==> src/rtl/uop_decode.sv <==
`default_nettype none
// ============================================================================
// Module      : uop_decode
// Description : Two-wide decode stage with physical destination register
//               allocation from a circular freelist and branch checkpoints.
// Revision    : 1.0
// ============================================================================
module uop_decode #(
  parameter int NUM_PREGS              = 64,
  parameter int MAX_PREDICT_DEPTH_BITS = 2,
  parameter int ARCH_REGS              = 32,
  localparam int PREG_W                = $clog2(NUM_PREGS),
  localparam int TAG_W                 = MAX_PREDICT_DEPTH_BITS,
  localparam int INS_W                 = 32 + TAG_W,
  localparam int DEC_W                 = 33 + TAG_W
) (
  input  logic              clk,
  input  logic              reset,
  input  logic              clear,
  input  logic              prev_valid,
  input  logic              enabled,
  input  logic              next_enabled,
  input  logic              next_stalled,
  output logic              stalled,
  output logic              valid,
  input  logic [INS_W-1:0]  instruction_1,
  input  logic [INS_W-1:0]  instruction_2,
  output logic [DEC_W-1:0]  decoded_1,
  output logic [DEC_W-1:0]  decoded_2,
  output logic [PREG_W-1:0] preg1,
  output logic [PREG_W-1:0] preg2,
  output logic [1:0]        num_execute,
  input  logic              branch_shootdown,
  input  logic [TAG_W-1:0]  shootdown_branch_tag,
  input  logic              free1,
  input  logic              free2,
  input  logic [PREG_W-1:0] free1_addr,
  input  logic [PREG_W-1:0] free2_addr
);

  localparam int FL_DEPTH = NUM_PREGS - ARCH_REGS;
  localparam int FL_IDX   = $clog2(FL_DEPTH);
  localparam int PTR_W    = FL_IDX + 1;
  localparam int NUM_TAGS = 2 ** TAG_W;
  localparam int HD_BIT   = TAG_W;
  localparam int BR_BIT   = TAG_W + 29;
  localparam int RS_LO    = BR_BIT + 1;

  // Packed layout: {is_noop, rs_station, is_branch, rd, rs1, rs2, imm, has_dest, branch_tag}
  function automatic logic [DEC_W-1:0] decode(input logic [INS_W-1:0] ins);
    logic [3:0] op;
    logic [4:0] rd;
    logic       noop;
    logic       br;
    logic       dest;
    logic [1:0] rs;
    op   = ins[INS_W-1 -: 4];
    rd   = ins[TAG_W+27 -: 5];
    noop = 1'b0;
    br   = 1'b0;
    dest = 1'b0;
    rs   = 2'd0;
    case (op)
      4'd1, 4'd2, 4'd3, 4'd4, 4'd5, 4'd6, 4'd7: begin
        rs   = 2'd1;
        dest = 1'b1;
      end
      4'd8: begin
        rs   = 2'd2;
        dest = 1'b1;
      end
      4'd9:    rs = 2'd2;
      4'd10: begin
        rs = 2'd3;
        br = 1'b1;
      end
      default: noop = 1'b1;
    endcase
    return {noop, rs, br, rd, ins[TAG_W+22 -: 5], ins[TAG_W+17 -: 5],
            ins[TAG_W+12 -: 13], dest && (rd != 5'd0), ins[TAG_W-1:0]};
  endfunction

  logic [PREG_W-1:0] fl_q [FL_DEPTH];
  logic [PTR_W-1:0]  cp_q [NUM_TAGS];
  logic [PTR_W-1:0]  head_q, head_d;
  logic [PTR_W-1:0]  tail_q, tail_d;
  logic              valid_q, valid_d;
  logic [DEC_W-1:0]  dec1_q, dec2_q;
  logic [PREG_W-1:0] preg1_q, preg2_q;
  logic [1:0]        nexec_q;

  logic [DEC_W-1:0]  w_dec1, w_dec2;
  logic              w_has1, w_has2;
  logic [1:0]        w_need;
  logic [PTR_W-1:0]  w_free_cnt;
  logic [PTR_W-1:0]  w_idx2;
  logic [PTR_W-1:0]  w_head_after;
  logic [PTR_W-1:0]  w_tail2;
  logic [PREG_W-1:0] w_p1, w_p2;
  logic [1:0]        w_nexec;
  logic              w_fire;

  assign w_dec1       = decode(instruction_1);
  assign w_dec2       = decode(instruction_2);
  assign w_has1       = w_dec1[HD_BIT];
  assign w_has2       = w_dec2[HD_BIT];
  assign w_need       = {1'b0, w_has1} + {1'b0, w_has2};
  assign w_free_cnt   = tail_q - head_q;
  assign w_idx2       = head_q + PTR_W'(w_has1);
  assign w_head_after = head_q + PTR_W'(w_need);
  assign w_tail2      = tail_q + PTR_W'(free1);
  assign w_p1         = w_has1 ? fl_q[head_q[FL_IDX-1:0]] : '0;
  assign w_p2         = w_has2 ? fl_q[w_idx2[FL_IDX-1:0]] : '0;
  assign w_nexec      = {1'b0, w_dec1[RS_LO +: 2] != 2'd0} + {1'b0, w_dec2[RS_LO +: 2] != 2'd0};

  assign stalled = (valid_q && next_stalled) || (w_free_cnt < PTR_W'(w_need)) || branch_shootdown;
  assign w_fire  = enabled && prev_valid && !clear && !branch_shootdown;

  always_comb begin
    head_d  = head_q;
    valid_d = valid_q;
    tail_d  = tail_q + PTR_W'(free1) + PTR_W'(free2);
    if (clear) begin
      valid_d = 1'b0;
    end else if (branch_shootdown) begin
      head_d  = cp_q[shootdown_branch_tag];
      valid_d = 1'b0;
    end else if (w_fire) begin
      head_d  = w_head_after;
      valid_d = 1'b1;
    end else if (next_enabled) begin
      valid_d = 1'b0;
    end
  end

  always_ff @(posedge clk) begin
    if (reset) begin
      for (int i = 0; i < FL_DEPTH; i++) fl_q[i] <= PREG_W'(ARCH_REGS + i);
      for (int t = 0; t < NUM_TAGS; t++) cp_q[t] <= '0;
      head_q  <= '0;
      tail_q  <= PTR_W'(FL_DEPTH);
      valid_q <= 1'b0;
      dec1_q  <= '0;
      dec2_q  <= '0;
      preg1_q <= '0;
      preg2_q <= '0;
      nexec_q <= '0;
    end else begin
      head_q  <= head_d;
      tail_q  <= tail_d;
      valid_q <= valid_d;
      // Freed entries land behind tail, so they are only visible to allocation next cycle.
      if (free1) fl_q[tail_q[FL_IDX-1:0]]  <= free1_addr;
      if (free2) fl_q[w_tail2[FL_IDX-1:0]] <= free2_addr;
      if (w_fire) begin
        dec1_q  <= w_dec1;
        dec2_q  <= w_dec2;
        preg1_q <= w_p1;
        preg2_q <= w_p2;
        nexec_q <= w_nexec;
        if (w_dec1[BR_BIT]) cp_q[w_dec1[TAG_W-1:0]] <= w_head_after;
        if (w_dec2[BR_BIT]) cp_q[w_dec2[TAG_W-1:0]] <= w_head_after;
      end
    end
  end

  assign valid       = valid_q;
  assign decoded_1   = dec1_q;
  assign decoded_2   = dec2_q;
  assign preg1       = preg1_q;
  assign preg2       = preg2_q;
  assign num_execute = nexec_q;

endmodule
`default_nettype wire

==> config.mk <==
export PLATFORM = sky130hd
export DESIGN_NAME = uop_decode
export DESIGN_NICKNAME = d
export VERILOG_FILES = /design/src/rtl/uop_decode.sv
export SDC_FILE = /design/constraint.sdc
export NUM_CORES = 1
export LEC_CHECK = 0
export ABC_CLOCK_PERIOD_IN_PS = 10100
export CORE_UTILIZATION = 45
export CTS_BUF_LIST = sky130_fd_sc_hd__clkbuf_4 sky130_fd_sc_hd__clkbuf_8
export CTS_CLUSTER_SIZE = 30
export DETAILED_ROUTE_END_ITERATION = 8
export PLACE_DENSITY = 0.66
export SLEW_MARGIN = 25
export SYNTH_ARGS = -nofsm -noshare
export SYNTH_HDL_FRONTEND = slang
export SYNTH_SLANG_ARGS = --single-unit
==> constraint.sdc <==
create_clock -name clk -period 10.1 [get_ports clk]
set_clock_uncertainty 0.15 [all_clocks]
set_input_delay 1.515 -clock clk [delete_from_list [all_inputs] [get_ports clk]]
set_output_delay 1.515 -clock clk [all_outputs]
set_load 0.03 [all_outputs]
==> flow_summary.html <==
<table>
<tr><th>Metric</th><th>Value</th></tr>
<tr><th colspan="2">Run status</th></tr>
<tr><td>Status</td><td>finished clean</td></tr>
<tr><th colspan="2">Clock tree</th></tr>
<tr><td>H-tree levels</td><td>2</td></tr>
<tr><td>Worst-case clock buffer depth</td><td>3</td></tr>
<tr><td>Clock tree from TritonCTS</td><td>built</td></tr>
<tr><td>Clock transition at path regs</td><td>~60 ps</td></tr>
<tr><td>Cts-stage hold buffer count</td><td>0</td></tr>
<tr><td>Total clock buffers created by CTS</td><td>between 50 and 60</td></tr>
<tr><td>Setup repair bufs after CTS</td><td>0</td></tr>
<tr><td>Clock Tree Root</td><td>sky130_fd_sc_hd__clkbuf_8</td></tr>
<tr><td>Resize count post-CTS</td><td>0</td></tr>
<tr><td>Clk sink count</td><td>around 320</td></tr>
<tr><td>Clk_lat worst skew</td><td>between 600 and 700 ps</td></tr>
<tr><th colspan="2">Route</th></tr>
<tr><td>Antenna Violating Nets Remaining</td><td>0</td></tr>
<tr><td>Final Routed Wirelength</td><td>about 60 mm</td></tr>
<tr><td>Average routed wire per standard cell</td><td>24.71 um</td></tr>
<tr><td>Via count of the routed design</td><td>15,050</td></tr>
<tr><td>Router iterations before antenna repair</td><td>5</td></tr>
<tr><td>DRC violations left</td><td>0</td></tr>
<tr><td>Routed length on met1</td><td>22.92 mm</td></tr>
<tr><td>WL met2</td><td>between 20 and 30 mm</td></tr>
<tr><td>Via density per instance</td><td>6.185</td></tr>
<tr><td>Met3 wire length</td><td>roughly 7.2 mm</td></tr>
<tr><td>Uppermost metal layer occupied by signal nets</td><td>met4</td></tr>
<tr><td>Detailed Route Iter0 Violations</td><td>roughly 1,800</td></tr>
<tr><th colspan="2">Synthesis</th></tr>
<tr><td>Distinct cell type count after synthesis</td><td>63</td></tr>
<tr><td>Compound-Gate Fraction of Synth Area</td><td>between 10% and 20%</td></tr>
<tr><td>Area of the mapped netlist</td><td>between 15,000 and 20,000 um^2</td></tr>
<tr><td>Fraction of synthesis flops using an asynchronous set or reset pin</td><td>0%</td></tr>
<tr><td>Total of flip-flops plus latches after synthesis</td><td>around 320</td></tr>
<tr><td>Post-synth net total</td><td>1,886</td></tr>
<tr><td>Post-synthesis mux area share</td><td>between 10% and 20%</td></tr>
<tr><td>Share of synthesized cell area in and, or, nand and nor gates</td><td>between 10% and 20%</td></tr>
<tr><td>Post-Synthesis Cells</td><td>between 1,500 and 2,000</td></tr>
<tr><td>Ys Warns</td><td>0</td></tr>
<tr><td>Post-synthesis adder-cell area fraction</td><td>1.381%</td></tr>
<tr><td>Fraction of synthesized cell area in xor and xnor cells</td><td>less than 1%</td></tr>
<tr><td>Count of flip-flops with a built-in enable after synthesis</td><td>216</td></tr>
<tr><td>Most instantiated flip-flop cell in the synthesis netlist</td><td>sky130_fd_sc_hd__edfxtp_1</td></tr>
<tr><td>Dominant combinational cell family by area after synthesis</td><td>simple AND/OR/NAND/NOR gates</td></tr>
<tr><td>Avg Inst Size Synth</td><td>about 9.8 um^2</td></tr>
<tr><td>Sequential element share of the synthesized area</td><td>around half</td></tr>
<tr><th colspan="2">STA</th></tr>
<tr><td>Total negative setup slack</td><td>0 ps</td></tr>
<tr><td>Number of hold violations in the final report</td><td>0</td></tr>
<tr><td>Fin crit period</td><td>roughly 6400 ps</td></tr>
<tr><td>Setup-failing EPs final</td><td>0</td></tr>
<tr><td>Fmax</td><td>approximately 0.16 GHz</td></tr>
<tr><td>Worst Tran Pin Value</td><td>around 1100 ps</td></tr>
<tr><td>Crit share post-route</td><td>a little under two thirds</td></tr>
<tr><td>Fin. max-slew vios</td><td>0</td></tr>
<tr><td>Worst slew margin relative to its limit</td><td>26.11%</td></tr>
<tr><td>Setup repair after global routing missed its margin</td><td>false</td></tr>
<tr><th colspan="2">Worst setup path</th></tr>
<tr><td>Cell-by-cell trace of the critical path</td><td>clkdlybuf4s50_1, or3_1, a21oi_1, ha_1, inv_1, ha_1, a221oi_1, nand3_1, o21ai_0, clkdlybuf4s50_1</td></tr>
<tr><td>Critical Path AT</td><td>around 4700 ps</td></tr>
<tr><td>Critical path data required time</td><td>about 8400 ps</td></tr>
<tr><td>CP Buf/Inv Count</td><td>3</td></tr>
<tr><td>Top Family by Delay on Critical Path</td><td>buffers and inverters</td></tr>
<tr><td>Master of the slowest instance on the critical path</td><td>sky130_fd_sc_hd__clkdlybuf4s50_1</td></tr>
<tr><td>Classification of the worst setup path</td><td>in -&gt; out</td></tr>
<tr><td>Startpoint type of the worst setup path</td><td>primary input</td></tr>
<tr><td>Longest individual stage delay on the worst path</td><td>around 700 ps</td></tr>
<tr><td>Element type at the critical path end</td><td>output pin</td></tr>
<tr><td>Critical path fanouts, max</td><td>5</td></tr>
<tr><th colspan="2">Power and ir drop</th></tr>
<tr><td>Maximum resistive drop on vdd</td><td>about 0.12 mV</td></tr>
<tr><td>Power density cells</td><td>approximately 150 nW/um^2</td></tr>
<tr><td>Leakage power of the design</td><td>0.006427 uW</td></tr>
<tr><th colspan="2">Die</th></tr>
<tr><td>Die Ht</td><td>between 150 and 200 um</td></tr>
<tr><td>Top-Level Pins</td><td>around 180</td></tr>
<tr><td>Num rows</td><td>71</td></tr>
<tr><td>Area of the die</td><td>around 39,000 um^2</td></tr>
<tr><td>Die X</td><td>198.6 um</td></tr>
<tr><td>Initial core utilization</td><td>a little under half</td></tr>
<tr><td>Core region area</td><td>37,840 um^2</td></tr>
<tr><th colspan="2">Layout</th></tr>
<tr><td>Antenna cells</td><td>0</td></tr>
<tr><td>Net count of the finished layout</td><td>1,988</td></tr>
<tr><td>Share of final-layout standard cells stronger than drive strength 1</td><td>roughly an eighth</td></tr>
<tr><td>Post-route insts no fill</td><td>2,434</td></tr>
<tr><td>Fillers</td><td>3,414</td></tr>
<tr><td>Area growth, synth to finish</td><td>17.66%</td></tr>
<tr><th colspan="2">Global route</th></tr>
<tr><td>Vias in the first global route</td><td>between 10,000 and 15,000</td></tr>
<tr><td>All-Layer GR Usage</td><td>between 30% and 40%</td></tr>
<tr><td>First-pass GRT wire length</td><td>between 80 and 90 mm</td></tr>
<tr><td>Pin count of the biggest net entering global routing</td><td>85</td></tr>
<tr><td>Number of antenna violations at the first check in global routing</td><td>0</td></tr>
<tr><td>Global-route congestion overflow total</td><td>0</td></tr>
<tr><th colspan="2">Min path</th></tr>
<tr><td>Worst hold path type</td><td>reg -&gt; reg</td></tr>
<tr><th colspan="2">Placement</th></tr>
<tr><td>GP Congestion</td><td>~0.96</td></tr>
<tr><td>Detailed placement HPWL</td><td>a little over 40 mm</td></tr>
<tr><td>Count of input and output buffers</td><td>~180</td></tr>
<tr><td>Number of cells after detailed placement</td><td>approximately 2,300</td></tr>
<tr><th colspan="2">Flow run</th></tr>
<tr><td>Max capacitance violation total</td><td>0</td></tr>
</table>
[final timing paths]
check | slack, ps | end | start | depth (start not counted)
worst min register to register | 290 | decoded_2[31] | decoded_2[31] | 2
worst min-delay path | 290 | decoded_2[31] | decoded_2[31] | 2
worst max-delay path | 3690 | stalled | instruction_1[30] | 10
worst max register to register | 6430 | preg2[1] | head_q[0] | 7
[cell usage after synthesis, types with 12 or more instances]
| cell | instances | share of area (%) |
|---|---|---|
| sky130_fd_sc_hd__nor2b_1 | 15 | 0.54 |
| sky130_fd_sc_hd__a31oi_1 | 67 | 2.4 |
| sky130_fd_sc_hd__nor2_1 | 138 | 3.0 |
| sky130_fd_sc_hd__nand3_1 | 98 | 2.8 |
| sky130_fd_sc_hd__dfxtp_1 | 102 | 12 |
| sky130_fd_sc_hd__nor3_1 | 81 | 2.3 |
| sky130_fd_sc_hd__a21oi_1 | 158 | 4.5 |
| sky130_fd_sc_hd__clkbuf_1 | 82 | 1.8 |
| sky130_fd_sc_hd__ha_1 | 16 | 1.2 |
| sky130_fd_sc_hd__nand2_1 | 339 | 7.3 |
| sky130_fd_sc_hd__o21ai_0 | 53 | 1.5 |
| sky130_fd_sc_hd__nand2b_1 | 13 | 0.47 |
| sky130_fd_sc_hd__inv_1 | 25 | 0.54 |
| sky130_fd_sc_hd__mux4_2 | 74 | 9.6 |
| sky130_fd_sc_hd__edfxtp_1 | 216 | 37 |
| sky130_fd_sc_hd__a32oi_1 | 21 | 1.1 |
| sky130_fd_sc_hd__nor3_2 | 12 | 0.69 |
| sky130_fd_sc_hd__o31ai_1 | 36 | 1.6 |
| sky130_fd_sc_hd__buf_1 | 14 | 0.30 |
| sky130_fd_sc_hd__buf_2 | 54 | 1.6 |
| sky130_fd_sc_hd__mux2i_1 | 32 | 1.8 |
| sky130_fd_sc_hd__or3_1 | 12 | 0.43 |
[kinds of logic (layout without fill, tap and decap cells)]
family	Yosys count	in the layout
muxes	107	107
DFF	318	318
AOI/OAI and AO/OA	380	380
buffers and inverters	185	332
and+or+nand+nor	751	751
xor gates and xnor gates	17	17
adders and majority gates	18	18
[cell type report]
type	instances	area, um^2	area share (%)
sequential	318	8533	41.70
tap	511	639.4	3.124
inverter	28	105.1	0.5136
clock inverter	26	148.9	0.7276
multi-input combinational	1273	8134	39.75
timing repair buffer	202	1964	9.599
clock buffer	76	939.7	4.592
[placed cells by master, fill, tap and decap left out, types with 4 or more instances in the layout]
| cell | n |
|---|---|
| sky130_fd_sc_hd__clkinv_2 | 7 |
| sky130_fd_sc_hd__a21o_1 | 5 |
| sky130_fd_sc_hd__mux2i_1 | 32 |
| sky130_fd_sc_hd__a31oi_1 | 67 |
| sky130_fd_sc_hd__buf_4 | 25 |
| sky130_fd_sc_hd__a211oi_1 | 7 |
| sky130_fd_sc_hd__and3_1 | 5 |
| sky130_fd_sc_hd__o21ai_0 | 53 |
| sky130_fd_sc_hd__o31ai_1 | 36 |
| sky130_fd_sc_hd__inv_1 | 24 |
| sky130_fd_sc_hd__nand2_1 | 339 |
| sky130_fd_sc_hd__a21oi_1 | 158 |
| sky130_fd_sc_hd__nor3_1 | 79 |
| sky130_fd_sc_hd__ha_1 | 16 |
| sky130_fd_sc_hd__nor3_2 | 14 |
| sky130_fd_sc_hd__mux4_2 | 74 |
| sky130_fd_sc_hd__nand2b_1 | 13 |
| sky130_fd_sc_hd__nor2_1 | 138 |
| sky130_fd_sc_hd__o21ai_1 | 7 |
| sky130_fd_sc_hd__a22oi_1 | 9 |
| sky130_fd_sc_hd__nor2b_1 | 13 |
| sky130_fd_sc_hd__a32oi_1 | 21 |
| sky130_fd_sc_hd__a32o_1 | 6 |
| sky130_fd_sc_hd__or3b_2 | 5 |
| sky130_fd_sc_hd__nand3_1 | 98 |
| sky130_fd_sc_hd__clkbuf_8 | 59 |
| sky130_fd_sc_hd__or3b_1 | 9 |
| sky130_fd_sc_hd__clkbuf_4 | 17 |
| sky130_fd_sc_hd__xnor2_1 | 9 |
| sky130_fd_sc_hd__edfxtp_1 | 216 |
| sky130_fd_sc_hd__or3_1 | 12 |
| sky130_fd_sc_hd__nand4_1 | 4 |
| sky130_fd_sc_hd__clkinv_1 | 17 |
| sky130_fd_sc_hd__dfxtp_1 | 100 |
| sky130_fd_sc_hd__xor2_1 | 5 |
| sky130_fd_sc_hd__clkdlybuf4s50_1 | 175 |
[routing by layer]
| layer | global-route usage, % | vias to the layer above |
|---|---|---|
| li1 | - | 6731 |
| met1 | 38.90 | 7230 |
| met2 | 48.07 | 912 |
| met3 | 8.749 | 181 |
| met4 | 13.65 | 0 |
| met5 | 0 | - |
[report_power, final]
| group | total (uW) | switching [uW] | internal (uW) |
|---|---|---|---|
| logic | 478 | 303 | 175 |
| registers | 1460 | 34.6 | 1430 |
| clock network | 1190 | 564 | 626 |
| total | 3130 | 902 | 2230 |
[through the flow]
stage / total power, uW / area [um^2] / util (%) / hold WS (ps) / worst slack (ps)
6_report: 3133 / 20460 / 54.08 / 292.1 / 3692
5_1_grt: 3228 / 20460 / 54.08 / 306.8 / 3495
4_1_cts: 3133 / 20440 / 54.02 / 294.5 / 3685
3_5_place_dp: 1956 / 19360 / 51.15 / 286.5 / 3691
3_3_place_gp: 1949 / 19360 / 51.15 / 279.6 / 3746
2_1_floorplan: 1773 / 17390 / - / 373.6 / 4646
[flip-flops by register name (all words and copies together) (netlist names), named ones only]
register / count
decoded_1: 35
cp_q: 24
preg2: 6
num_execute: 2
decoded_2: 35
tail_q: 6
head_q: 6
fl_q: 192
preg1: 6
valid: 1
[tightest hold or removal path, stage by stage (launching register included)]
cell and delay, ps:
sky130_fd_sc_hd__dfxtp_1 310, sky130_fd_sc_hd__nand2_1 50, sky130_fd_sc_hd__nand2_1 40
(Power assumes the default switching activity.)
